## src/rtl/snake_ctrl_fsm_pkg.sv

```systemverilog
// Shared types and helpers for the snake game controller.
// State encodings include PAUSE, which is only reachable when SNAKE_PAUSE_EN is defined.
package snake_pkg;

    typedef enum logic [2:0] {
        StIdle  = 3'd0,
        StRun   = 3'd1,
        StEat   = 3'd2,
        StHit   = 3'd3,
        StPause = 3'd4,
        StOver  = 3'd5,
        StWin   = 3'd6
    } snake_state_e;

    localparam int unsigned DefWinLen = 6;
    localparam int unsigned DefLives  = 3;

    // Increment that sticks at the all-ones value of a `width`-bit field.
    function automatic logic [31:0] sat_inc(input logic [31:0] val, input int unsigned width);
        logic [31:0] max_val;
        max_val = (32'd1 << width) - 32'd1;
        return (val >= max_val) ? val : val + 32'd1;
    endfunction

endpackage

```

## src/rtl/snake_ctrl_fsm_if.sv

```systemverilog
// Playfield-to-controller bus for snake_ctrl_fsm.
// The pause request exists only when SNAKE_PAUSE_EN is defined.
interface snake_ctrl_fsm_if #(
    parameter int unsigned LEN_W   = 4,
    parameter int unsigned SCORE_W = 8
);
    logic               apple;
    logic               head;
    logic               border;
    logic               gameOver;
`ifdef SNAKE_PAUSE_EN
    logic               pause;
`endif
    logic [LEN_W-1:0]   length;
    logic [SCORE_W-1:0] score;
    logic [2:0]         lives_left;
    logic               ld;
    logic               grow;
    logic               i_speaker;
    logic               over;
    logic               win;

    modport master (
`ifdef SNAKE_PAUSE_EN
        output pause,
`endif
        output apple, head, border, gameOver,
        input  length, score, lives_left, ld, grow, i_speaker, over, win
    );

    modport slave (
`ifdef SNAKE_PAUSE_EN
        input  pause,
`endif
        input  apple, head, border, gameOver,
        output length, score, lives_left, ld, grow, i_speaker, over, win
    );

endinterface

```

## src/rtl/snake_beep_timer.sv

```systemverilog
// Speaker beep down-counter: load restarts a BEEP_CYC-cycle beep, hold freezes it.
module snake_beep_timer #(
    parameter int unsigned BEEP_CYC = 4
) (
    input  logic clk,
    input  logic reset,
    input  logic load,
    input  logic hold,
    output logic active
);
    localparam int unsigned CntW = $clog2(BEEP_CYC + 1);

    logic [CntW-1:0] cnt_q;

    always_ff @(posedge clk or posedge reset) begin
        if (reset) begin
            cnt_q <= '0;
        end else if (load) begin
            cnt_q <= CntW'(BEEP_CYC);
        end else if (!hold && cnt_q != '0) begin
            cnt_q <= cnt_q - CntW'(1);
        end
    end

    assign active = (cnt_q != '0);

endmodule

```

## src/rtl/snake_ctrl_fsm.sv

```systemverilog
// Snake game control FSM: length, score, lives, edge-qualified eating, beep, over/win.
// Optional macro SNAKE_PAUSE_EN adds the pause request and PAUSE state.
module snake_ctrl_fsm
    import snake_pkg::*;
#(
    parameter int unsigned WIN_LEN  = DefWinLen,
    parameter int unsigned LEN_W    = 4,
    parameter int unsigned SCORE_W  = 8,
    parameter int unsigned LIVES    = DefLives,
    parameter int unsigned BEEP_CYC = 4
) (
    input logic            clk,
    input logic            reset,
    snake_ctrl_fsm_if.slave bus
);
    snake_state_e       state_q, state_d;
    logic [LEN_W-1:0]   length_q;
    logic [SCORE_W-1:0] score_q;
    logic [2:0]         lives_q;
    logic               armed_q;
    logic               ld_q, grow_q, over_q, win_q;
    logic               eat_req, hit_req;
    logic               beep_load, beep_hold, beep_active;

    assign eat_req = bus.head & bus.apple;
    assign hit_req = bus.border | bus.gameOver;

    always_comb begin
        state_d = state_q;
        case (state_q)
            StIdle: state_d = StRun;
            StRun: begin
                if (hit_req) begin
                    state_d = StHit;
                end else if (eat_req && armed_q) begin
                    state_d = StEat;
                end else if (length_q == LEN_W'(WIN_LEN)) begin
                    state_d = StWin;
`ifdef SNAKE_PAUSE_EN
                end else if (bus.pause) begin
                    state_d = StPause;
`endif
                end
            end
            StEat: state_d = StRun;
            StHit: state_d = (lives_q == 3'd1) ? StOver : StRun;
`ifdef SNAKE_PAUSE_EN
            StPause: if (!bus.pause) state_d = StRun;
`endif
            StOver:  state_d = StOver;
            StWin:   state_d = StWin;
            default: state_d = StIdle;
        endcase
    end

    always_ff @(posedge clk or posedge reset) begin
        if (reset) begin
            state_q  <= StIdle;
            length_q <= LEN_W'(1);
            score_q  <= '0;
            lives_q  <= 3'(LIVES);
            armed_q  <= 1'b0;
            ld_q     <= 1'b0;
            grow_q   <= 1'b0;
            over_q   <= 1'b0;
            win_q    <= 1'b0;
        end else begin
            state_q <= state_d;
            ld_q    <= (state_d == StRun) || (state_d == StEat);
            grow_q  <= (state_d == StEat);
            over_q  <= (state_d == StOver);
            win_q   <= (state_d == StWin);
            case (state_q)
                // Re-arm only once the head has left the apple, so a dwell scores once.
                StRun: if (!eat_req) armed_q <= 1'b1;
                StEat: begin
                    length_q <= LEN_W'(sat_inc(32'(length_q), LEN_W));
                    score_q  <= SCORE_W'(sat_inc(32'(score_q), SCORE_W));
                    armed_q  <= 1'b0;
                end
                StHit: begin
                    lives_q <= lives_q - 3'd1;
                    if (lives_q != 3'd1) begin
                        length_q <= LEN_W'(1);
                        armed_q  <= 1'b0;
                    end
                end
                default: ;
            endcase
        end
    end

    // Loading on the RUN->EAT edge makes the beep visible in the EAT cycle itself.
    assign beep_load = (state_q == StRun) && (state_d == StEat);
`ifdef SNAKE_PAUSE_EN
    assign beep_hold = (state_q == StPause);
`else
    assign beep_hold = 1'b0;
`endif

    snake_beep_timer #(
        .BEEP_CYC(BEEP_CYC)
    ) u_beep (
        .clk   (clk),
        .reset (reset),
        .load  (beep_load),
        .hold  (beep_hold),
        .active(beep_active)
    );

    assign bus.length     = length_q;
    assign bus.score      = score_q;
    assign bus.lives_left = lives_q;
    assign bus.ld         = ld_q;
    assign bus.grow       = grow_q;
    assign bus.over       = over_q;
    assign bus.win        = win_q;
    assign bus.i_speaker  = beep_active | win_q;

endmodule

```

## src/flat_wrapper.sv

```systemverilog
// flat-port wrapper written by rule: the top's interface ports become plain ports
module snake_ctrl_fsm_flat import snake_pkg::*;
#(
    parameter int unsigned WIN_LEN  = DefWinLen,
    parameter int unsigned LEN_W    = 4,
    parameter int unsigned SCORE_W  = 8,
    parameter int unsigned LIVES    = DefLives,
    parameter int unsigned BEEP_CYC = 4
)
  (clk, reset, bus_apple, bus_head, bus_border, bus_gameOver, bus_length, bus_score, bus_lives_left, bus_ld, bus_grow, bus_i_speaker, bus_over, bus_win);
  snake_ctrl_fsm_if #(.LEN_W(LEN_W), .SCORE_W(SCORE_W)) bus_i ();
  input logic clk;
  input logic reset;
  input wire logic [$bits(bus_i.apple)-1:0] bus_apple;
  input wire logic [$bits(bus_i.head)-1:0] bus_head;
  input wire logic [$bits(bus_i.border)-1:0] bus_border;
  input wire logic [$bits(bus_i.gameOver)-1:0] bus_gameOver;
  output wire logic [$bits(bus_i.length)-1:0] bus_length;
  output wire logic [$bits(bus_i.score)-1:0] bus_score;
  output wire logic [$bits(bus_i.lives_left)-1:0] bus_lives_left;
  output wire logic [$bits(bus_i.ld)-1:0] bus_ld;
  output wire logic [$bits(bus_i.grow)-1:0] bus_grow;
  output wire logic [$bits(bus_i.i_speaker)-1:0] bus_i_speaker;
  output wire logic [$bits(bus_i.over)-1:0] bus_over;
  output wire logic [$bits(bus_i.win)-1:0] bus_win;
  assign bus_i.apple = bus_apple;
  assign bus_i.head = bus_head;
  assign bus_i.border = bus_border;
  assign bus_i.gameOver = bus_gameOver;
  assign bus_length = bus_i.length;
  assign bus_score = bus_i.score;
  assign bus_lives_left = bus_i.lives_left;
  assign bus_ld = bus_i.ld;
  assign bus_grow = bus_i.grow;
  assign bus_i_speaker = bus_i.i_speaker;
  assign bus_over = bus_i.over;
  assign bus_win = bus_i.win;
  snake_ctrl_fsm #(.WIN_LEN(WIN_LEN), .LEN_W(LEN_W), .SCORE_W(SCORE_W), .LIVES(LIVES), .BEEP_CYC(BEEP_CYC)) u_core (.clk(clk), .reset(reset), .bus(bus_i));
endmodule
```

## config.mk

```make
export PLATFORM = sky130hd
export DESIGN_NAME = snake_ctrl_fsm_flat
export DESIGN_NICKNAME = d
export VERILOG_FILES = /design/src/rtl/snake_ctrl_fsm_pkg.sv /design/src/rtl/snake_ctrl_fsm_if.sv /design/src/rtl/snake_beep_timer.sv /design/src/rtl/snake_ctrl_fsm.sv /design/src/flat_wrapper.sv
export SDC_FILE = /design/constraint.sdc
export NUM_CORES = 1
export LEC_CHECK = 0
export CELL_PAD_IN_SITES_DETAIL_PLACEMENT = 2
export CELL_PAD_IN_SITES_GLOBAL_PLACEMENT = 2
export CORE_UTILIZATION = 34
export DETAILED_ROUTE_END_ITERATION = 8
export PLACE_DENSITY = 0.92
export SYNTH_ARGS = -nofsm -noshare
export SYNTH_HDL_FRONTEND = slang
export SYNTH_SLANG_ARGS = --single-unit
```

## constraint.sdc

```tcl
create_clock -name clk -period 3.57 [get_ports clk]
set_input_delay 0.5355 -clock clk [delete_from_list [all_inputs] [get_ports clk]]
set_output_delay 0.5355 -clock clk [all_outputs]
set_load 0.005 [all_outputs]
```

==> results.toml <==
[sta]
hold_slack_ns = 0.519
fin_crit_ns = 2.28
fin_worst_skew_ns = 0.00552
fmax_mhz = 438
rsz0062_at_grt = "no"
tightest_slew_ns = 0.981
slew_headroom_pct = 34.5
slew_violations = 0
setup_viol = 0
fin_crit_sh_pct = 64.0
finalHoldViolCount = 0
finalSetupTns_ns = 0

[logic_synthesis]
synthArstFlopShare_pct = 100
synth-seq-area-share_pct = 48.6
synth_warnings = 0
synthTopCellsByArea = "dfrtp_1 (43%), ha_1 (6.5%), dfstp_2 (5.9%), xnor2_1 (5.2%), a21oi_1 (3.0%)"
syn_area_mm2 = 0.00135
synth_seq_cells = 26
syn_nets = 143
yosys.cell_types.count = 40
yosysTopAreaCell = "dfrtp_1"
synth_most_common_cell = "dfrtp_1"
synthFlopType = "dfrtp_1"
syn_area_per_cell_um2 = 10.4
syn-instance-count = 130
synth_edf_count = 0
synth_top_area_share_pct = 42.8
yosys-top-cells-count = "dfrtp_1 (23), nor2_1 (10), inv_1 (9), a21oi_1 (8), xnor2_1 (8)"

[global_route]
antenna_found_initial = 0
grt_pass1_vias = 1149
grt.busiest_layer = "met2"
grt_pass1_wl_um = 5380
grt_usage_pct = 16.5
grt_overflow = 0
use_met2_pct = 28.3
met3_usage_pct = 1.58
grtUsageMet1_pct = 20.8
grt_max_degree = 27

[min_path]
worstHoldPathType = "flip-flop to flip-flop"
hp-start = "u_core.bus.score[6]"

[setup_path]
critical_path_class = "flip-flop to output pin"
crit_path_end_kind = "output pin"
cp_max_fo = 4
cp-startpoint = "u_core.u_beep.cnt_q[0]"
max_stage_delay_ns = 0.44
crit_path_end = "bus_i_speaker"
worst_setup_path_start_kind = "flip-flop"
ff2ff_path_depth = 4
arrival_ns = 1.75
required_ns = 3.03
timing.rr.start = "u_core.state_q[0]"
worst_path_max_delay_cell = "clkdlybuf4s50_1"
crit_chain = "inv_1 > ha_1 > nor2b_1 > nand2b_1 > clkdlybuf4s50_1"
r2r_end = "u_core.u_beep.cnt_q[2]"
ff2ff_setup_slack_ns = 1.68

[clock_network]
cts_tree = "built"
clk_pin_slew_ns = 0.09
cts.hold.buffers_added = 0
insertion_delay_ns = 0.27
cts-resized-gates = 0
cts_buffers = 3
cts_root_buf = "clkbuf_8"
htreeDepth = 1
cts_sinks = 26
post_cts_buffers = 0
cts_buffer_depth = 2

[detailed_routing]
wl_per_cell_um = 14.9
drc = 0
routed_via_density = 5.15
initialDrtViolationCount = 21
vias = 1051
firstDrtPassIters = 4
wirelength_um = 3040
ant_nets = 0

[floorplanning]
die_y_um = 64.9
rows = 22
dieArea_mm2 = 0.00422
io_pins = 26
start_util_pct = 36.2
core_area_mm2 = 0.00372
die_width_um = 64.9

[pwr]
power.density_mw_per_mm2 = 709
p_leak_nw = 0.739
ir_worst_vdd_uv = 339

[final_layout]
fin_nets = 170
area_delta_synth_final_pct = 25.5
diodes = 0
drive_gt1_share_pct = 7.69

[status]
outcome = "finished, final reports clean"

[placement]
gp_congestion = 0.735
dp_hpwl_um = 2350
io_buffers = 25

[flow_run]
maxCapViolations = 0
-- flip-flops by register name, indices dropped and copies added (netlist names) --
signal                 count
u_core.bus.score           8
u_core.bus.length          4
u_core.bus.lives_left      3
u_core.state_q             3
u_core.u_beep.cnt_q        3
u_core.armed_q             1
u_core.bus.grow            1
u_core.bus.ld              1
u_core.bus.over            1
u_core.bus.win             1
-- final cells by class --
cell class	instances	area, um2
Clock buffer	4	45.0
Inverter	9	33.8
Multi-Input combinational cell	92	646
Tap cell	48	60.1
Sequential cell	26	654
Fill cell	413	2030
Timing Repair Buffer	25	250
-- cells in the final DEF, fill, tap and decap left out, drive strengths merged, types with 2 or more instances in the layout --
| master | n |
|---|---|
| xnor2 | 8 |
| and3 | 2 |
| xor2 | 2 |
| nor2 | 10 |
| mux2i | 2 |
| dfrtp | 23 |
| mux2 | 2 |
| o21a | 2 |
| nand2b | 3 |
| ha | 7 |
| o21ai | 5 |
| inv | 9 |
| clkdlybuf4s50 | 25 |
| o22ai | 2 |
| and2b | 2 |
| nand2 | 6 |
| dfstp | 3 |
| nand4 | 3 |
| nand3 | 6 |
| clkbuf | 4 |
| a21oi | 8 |
| nor2b | 4 |
-- worst max-delay path, delay by kind of cell (launching register included) --
| family | cells | cell delay, ns |
|---|---|---|
| simple gates | 2 | 0.38 |
| buf+inv | 2 | 0.53 |
| fa+ha+maj | 1 | 0.17 |
| flops | 1 | 0.40 |
-- kinds of logic after synthesis --
family                     share of synthesized area, %
AOI/OAI and AO/OA                                  12.6
xor gates and xnor gates                           6.51
adders and majority gates                          6.51
buffers and inverters                              3.44
DFF                                                48.6
muxes                                              3.16
and+or+nand+nor                                    19.1
-- per-layer routing --
metal	vias up	wire length (um)
met2	11	1580
met1	538	1380
met3	2	43
met4	0	30
li1	500	-
met5	-	0
-- worst min-delay path by stage --
stage | to | depth (start not counted)
after floorplan | u_core.u_beep.cnt_q[2] | 2
after global placement | u_core.bus.lives_left[1] | 2
after detailed placement | u_core.bus.score[6] | 1
after CTS | u_core.bus.score[6] | 1
after global routing | u_core.bus.score[6] | 1
final | u_core.bus.score[6] | 1
-- per-stage QoR --
stage          cell area (um2)  total power, mW  utilization [%]  cells  worst slack [ns]
2_1_floorplan             1350            0.817                -    130              1.87
3_3_place_gp              1640            0.992             44.2    200              1.40
3_5_place_dp              1640             1.04             44.2    200              1.35
4_1_cts                   1690             1.22             45.5    204              1.25
5_1_grt                   1690             1.30             45.5    204              1.13
6_report                  1690             1.20             45.5    204              1.29
-- power breakdown --
part | leakage [nW] | switching (mW) | internal (mW)
combinational | 0.388 | 0.230 | 0.289
sequential | 0.327 | 0.106 | 0.400
clock | 0.0228 | 0.0924 | 0.0799
total | 0.739 | 0.428 | 0.769
Note: power is estimated with default switching activity, not from simulation.
